$ cat src/rtl/siso_shift_ctrl_if.sv
// Handshake bundle between the parallel word producer, the shift controller
// and the serial bit consumer.
interface siso_shift_ctrl_if #(
  parameter int unsigned WIDTH = 8
);
  logic             in_valid;
  logic             in_ready;
  logic [WIDTH-1:0] in_data;
  logic             out_valid;
  logic             out_ready;
  logic             out_bit;
  logic             out_last;

  // Producer/consumer side: offers words, accepts bits
  modport master (
    output in_valid,
    output in_data,
    output out_ready,
    input  in_ready,
    input  out_valid,
    input  out_bit,
    input  out_last
  );

  // Controller side
  modport slave (
    input  in_valid,
    input  in_data,
    input  out_ready,
    output in_ready,
    output out_valid,
    output out_bit,
    output out_last
  );
endinterface

$ cat src/rtl/siso_shift_ctrl.sv
// Frame controller for an LSB-first serial shifter: loads a parallel word,
// emits one bit per accepted transfer, then idles for GAP cycles.
// All outputs come straight from flops; next values are computed once in
// the next-state block and registered alongside the state.
module siso_shift_ctrl #(
  parameter int unsigned WIDTH = 8,
  parameter int unsigned GAP   = 1,
  parameter int unsigned CNT_W = 16
) (
  input  logic             clk,
  input  logic             rst,
  siso_shift_ctrl_if.slave bus,
  output logic             busy,
  output logic             done,
  output logic [CNT_W-1:0] frame_count
);

  localparam int unsigned BW = $clog2(WIDTH + 1);
  localparam int unsigned GW = (GAP < 2) ? 1 : $clog2(GAP + 1);

  typedef enum logic [1:0] {
    ST_IDLE  = 2'd0,
    ST_SHIFT = 2'd1,
    ST_GAP   = 2'd2
  } state_t;

  state_t           state, state_nxt;
  logic [WIDTH-1:0] shreg, shreg_nxt;
  logic [BW-1:0]    bcnt, bcnt_nxt;
  logic [GW-1:0]    gcnt, gcnt_nxt;
  logic             done_nxt;
  logic [CNT_W-1:0] fcnt_nxt;

  // Next-state, datapath and frame bookkeeping
  always_comb begin
    state_nxt = state;
    shreg_nxt = shreg;
    bcnt_nxt  = bcnt;
    gcnt_nxt  = gcnt;
    done_nxt  = 1'b0;
    fcnt_nxt  = frame_count;
    unique case (state)
      ST_IDLE: begin
        if (bus.in_valid && bus.in_ready) begin
          shreg_nxt = bus.in_data;
          bcnt_nxt  = BW'(WIDTH);
          state_nxt = ST_SHIFT;
        end
      end
      ST_SHIFT: begin
        if (bus.out_valid && bus.out_ready) begin
          shreg_nxt = {1'b0, shreg[WIDTH-1:1]};
          bcnt_nxt  = bcnt - BW'(1);
          if (bcnt == BW'(1)) begin
            done_nxt = 1'b1;
            fcnt_nxt = frame_count + CNT_W'(1);
            if (GAP > 0) begin
              state_nxt = ST_GAP;
              gcnt_nxt  = GW'(GAP);
            end else begin
              state_nxt = ST_IDLE;
            end
          end
        end
      end
      ST_GAP: begin
        gcnt_nxt = gcnt - GW'(1);
        if (gcnt <= GW'(1)) begin
          state_nxt = ST_IDLE;
        end
      end
      default: begin
        state_nxt = ST_IDLE;
      end
    endcase
  end

  // State and datapath registers
  always_ff @(posedge clk or posedge rst) begin
    if (rst) begin
      state <= ST_IDLE;
      shreg <= '0;
      bcnt  <= '0;
      gcnt  <= '0;
    end else begin
      state <= state_nxt;
      shreg <= shreg_nxt;
      bcnt  <= bcnt_nxt;
      gcnt  <= gcnt_nxt;
    end
  end

  // Registered outputs, decoded from the next-state values
  always_ff @(posedge clk or posedge rst) begin
    if (rst) begin
      bus.in_ready  <= 1'b1;
      bus.out_valid <= 1'b0;
      bus.out_bit   <= 1'b0;
      bus.out_last  <= 1'b0;
      busy          <= 1'b0;
      done          <= 1'b0;
      frame_count   <= '0;
    end else begin
      bus.in_ready  <= (state_nxt == ST_IDLE);
      bus.out_valid <= (state_nxt == ST_SHIFT);
      bus.out_bit   <= (state_nxt == ST_SHIFT) && shreg_nxt[0];
      bus.out_last  <= (state_nxt == ST_SHIFT) && (bcnt_nxt == BW'(1));
      busy          <= (state_nxt != ST_IDLE);
      done          <= done_nxt;
      frame_count   <= fcnt_nxt;
    end
  end

endmodule

$ cat src/flat_wrapper.sv
// flat-port wrapper written by rule: the top's interface ports become plain ports
module siso_shift_ctrl_flat 
#(
  parameter int unsigned WIDTH = 8,
  parameter int unsigned GAP   = 1,
  parameter int unsigned CNT_W = 16
)
  (clk, rst, busy, done, frame_count, bus_in_valid, bus_in_data, bus_out_ready, bus_in_ready, bus_out_valid, bus_out_bit, bus_out_last);
  siso_shift_ctrl_if #(.WIDTH(WIDTH)) bus_i ();
  input  logic clk;
  input  logic rst;
  output logic busy;
  output logic done;
  output logic [CNT_W-1:0] frame_count;
  input wire logic [$bits(bus_i.in_valid)-1:0] bus_in_valid;
  input wire logic [$bits(bus_i.in_data)-1:0] bus_in_data;
  input wire logic [$bits(bus_i.out_ready)-1:0] bus_out_ready;
  output wire logic [$bits(bus_i.in_ready)-1:0] bus_in_ready;
  output wire logic [$bits(bus_i.out_valid)-1:0] bus_out_valid;
  output wire logic [$bits(bus_i.out_bit)-1:0] bus_out_bit;
  output wire logic [$bits(bus_i.out_last)-1:0] bus_out_last;
  assign bus_i.in_valid = bus_in_valid;
  assign bus_i.in_data = bus_in_data;
  assign bus_i.out_ready = bus_out_ready;
  assign bus_in_ready = bus_i.in_ready;
  assign bus_out_valid = bus_i.out_valid;
  assign bus_out_bit = bus_i.out_bit;
  assign bus_out_last = bus_i.out_last;
  siso_shift_ctrl #(.WIDTH(WIDTH), .GAP(GAP), .CNT_W(CNT_W)) u_core (.clk(clk), .rst(rst), .bus(bus_i), .busy(busy), .done(done), .frame_count(frame_count));
endmodule
$ cat config.mk
export PLATFORM = sky130hd
export DESIGN_NAME = siso_shift_ctrl_flat
export DESIGN_NICKNAME = d
export VERILOG_FILES = /design/src/rtl/siso_shift_ctrl_if.sv /design/src/rtl/siso_shift_ctrl.sv /design/src/flat_wrapper.sv
export SDC_FILE = /design/constraint.sdc
export NUM_CORES = 1
export LEC_CHECK = 0
export BUFFER_PORTS_ARGS = -buffer_cell sky130_fd_sc_hd__buf_2
export CAP_MARGIN = 30
export CORE_MARGIN = 4
export CORE_UTILIZATION = 45
export DETAILED_ROUTE_END_ITERATION = 6
export GPL_TIMING_DRIVEN = 0
export MAX_ROUTING_LAYER = met4
export PLACE_DENSITY = 0.68
export SETUP_SLACK_MARGIN = 0.15
export SYNTH_ARGS = -nofsm -noshare
export SYNTH_HDL_FRONTEND = slang
export SYNTH_SLANG_ARGS = --single-unit
$ cat constraint.sdc
create_clock -name clk -period 3.9 [get_ports clk]
set_input_delay 0.78 -clock clk [delete_from_list [all_inputs] [get_ports clk]]
set_output_delay 0.78 -clock clk [all_outputs]
set_load 0.01 [all_outputs]
==> metrics <==
status finished, final reports clean; Final ANT Viol Nets 0; Peak VDD IR 0.000403 V; wire length per cell 14.1 um; area growth from synthesis to layout 21.2%; worst slew pin tran 0.526 ns; area of the multi-input gates just under 700 um2; slew margin rel. 0.649; Clock Root Buffer clkbuf_4; post-cts sizing count 0; flop2flop setup slack between 1.5 and 2 ns; clk_lat worst skew between 0.3 and 0.4 ns; GP Congestion 0.782; total track usage 0.161; Port-buffer cells 33; minimum clock period 1.94 ns; via/cell ratio 5.17; CP startpoint kind register; first-pass GRT wire length 5310 um; Sink Count 36; Fin. Hold Viols 0; top-area cell type share of the netlist area 0.537; WS Path Type reg -> reg; FF+latch area 902 um2; CP endpoint kind register; Syn Area/Cell 12.1 um2; vias 1152; Synth Net Count 150; largest net degree at the start of global routing 26; fraction of the cycle the final worst path needs 0.498; R2R depth 6; TNS Setup 0 ns; Synth Flop Type dfrtp_1; setup bufs post-CTS 0; I/O pins 34; static leakage 0.996 nW; MaxCap Viol Count 0; FFs w/ async S/R, synth 1.00; Distinct cells, synth 40; RR Endpoint u_core.frame_count[5]$_DFFE_PP0P_; achievable frequency ~0.51 GHz; total gr overflow 0; htree depth 2; layout cells sized above 1 0.316; Synth warnings 0; final setup vio count 0; most area-consuming cells after synthesis dfrtp_1 54%, xnor2_1 6.4%, nand2_1 4.1%; antenna diode count 0; Syn Inst Count 135; initial antenna violation count 0; Max FO, Critical Path 7; Worst-path clk slew 0.12 ns; commonest non-fill, non-tap cell in the layout dfrtp_1; drt first-iter violations 106; chip height 68.2 um; Worst EP arrival 2.21 ns; vias in the first global route 1164; DIE AREA 4650 um2; CTS tree yes; FF-to-FF Start u_core.bcnt[1]$_DFF_PP0_; hold_buf cts 0; DRC Markers 0; Post-Layout Cell Count 223; Pwr Density around 600 nW/um2; worst hold path class in -> async; CTS buffer count 5; Setup Skew 0.0162 ns; area leader, netlist dfrtp_1; EDFF count, synth 0; NumNets Final ~190; cell total after placement 215; clk buf depth 2; Syn Std Cell Area between 1500 and 2000 um2; Die Width 68.2 um; Synth Register Bits 36; final wirelength approximately 3100 um; detailed placement HPWL 2360 um; Rows 21; core area 3420 um2; post-synthesis sequential area ratio 0.553; WP data required ~4.2 ns; max-slew violation count 0; RSZ-0062 raised after global routing false; # fillers 316; starting density of the core 0.478; commonest non-fill, non-tap cells in the layout 35 x dfrtp_1, 33 x buf_2, 18 x nand2_1, 12 x xnor2_1, 7 x nor2_1; DRT Pass-1 Iters 4
kinds of logic (layout without fill, tap and decap cells):
family          after synthesis  count (layout)  synth area share
mux                           3               3            0.0192
buf+inv                       7              49            0.0230
fa+ha+maj                     3               3            0.0230
simple gates                 51              51             0.209
xor+xnor                     15              15            0.0851
compound gates               20              20            0.0882
flops                        36              36             0.553
critical path, stage by stage (launching register included):
cell and delay (ns):
dfrtp_1 0.41, inv_1 0.11, ha_1 0.20, or3b_4 0.43, nor3_4 0.32, and4_4 0.28
xor2_2 0.13
Yosys cell counts (2+ instances only):
cell	number
a21oi_1	2
a22oi_1	6
a32oi_1	2
and3_1	2
and4_1	2
dfrtp_1	35
ha_1	3
inv_1	4
mux2i_1	2
nand2_1	18
nand3_1	6
nand4_1	4
nor2_1	7
o21a_1	2
o21ai_0	3
xnor2_1	12
xor2_1	2
metrics by stage:
| step | area, um2 | utilization | worst slack, ns | power [W] | hold WS [ns] |
|---|---|---|---|---|---|
| 6_report | 1980 | 0.579 | 1.96 | 0.00118 | 0.447 |
| 5_1_grt | 1980 | 0.579 | 1.86 | 0.00126 | 0.492 |
| 4_1_cts | 1980 | 0.579 | 1.94 | 0.00119 | 0.467 |
| 3_5_place_dp | 1880 | 0.551 | 1.89 | 0.000898 | 0.459 |
| 3_3_place_gp | 1850 | 0.543 | 1.88 | 0.000873 | 0.455 |
| 2_1_floorplan | 1630 | - | 2.15 | 0.000789 | 0.446 |
routing by layer:
layer / wire length, um / GRT usage
met1: 1340 / 0.190
met2: 1610 / 0.260
met3: 133 / 0.0394
met5: 0 / -
met4: 61 / 0.0744
how the worst max path moves through the flow:
stage | depth (start not counted) | to | start
2_1_floorplan | 6 | u_core.frame_count[5]$_DFFE_PP0P_ | u_core.bcnt[1]$_DFF_PP0_
3_3_place_gp | 2 | u_core.frame_count[4]$_DFFE_PP0P_ | rst
3_5_place_dp | 5 | u_core.frame_count[5]$_DFFE_PP0P_ | bus_out_ready
4_1_cts | 6 | u_core.frame_count[5]$_DFFE_PP0P_ | u_core.bcnt[1]$_DFF_PP0_
5_1_grt | 6 | u_core.frame_count[5]$_DFFE_PP0P_ | u_core.bcnt[1]$_DFF_PP0_
6_report | 6 | u_core.frame_count[5]$_DFFE_PP0P_ | u_core.bcnt[1]$_DFF_PP0_
sequential cells by signal, indices dropped and copies added (netlist names):
name                  count
u_core.frame_count       16
u_core.shreg              8
u_core.bcnt               4
u_core.state              2
u_core.bus.in_ready       1
u_core.bus.out_bit        1
u_core.bus.out_last       1
u_core.bus.out_valid      1
u_core.busy               1
u_core.done               1
area by class of cell:
type                       count  share of cell area
multi-input combinational     92               0.350
clock buffer                   7              0.0329
tap                           46              0.0291
clock inverter                 1              0.0152
sequential                    36               0.456
timing repair buffer          34              0.0975
buffer                         3              0.0114
inverter                       4             0.00759
power by group:
group	total [W]	internal, W	switching, W
Clock	0.000298	0.000170	0.000128
Sequential	0.000559	0.000471	0.0000886
Combinational	0.000327	0.000150	0.000178
Total	0.00118	0.000791	0.000394
(Power assumes the default switching activity.)
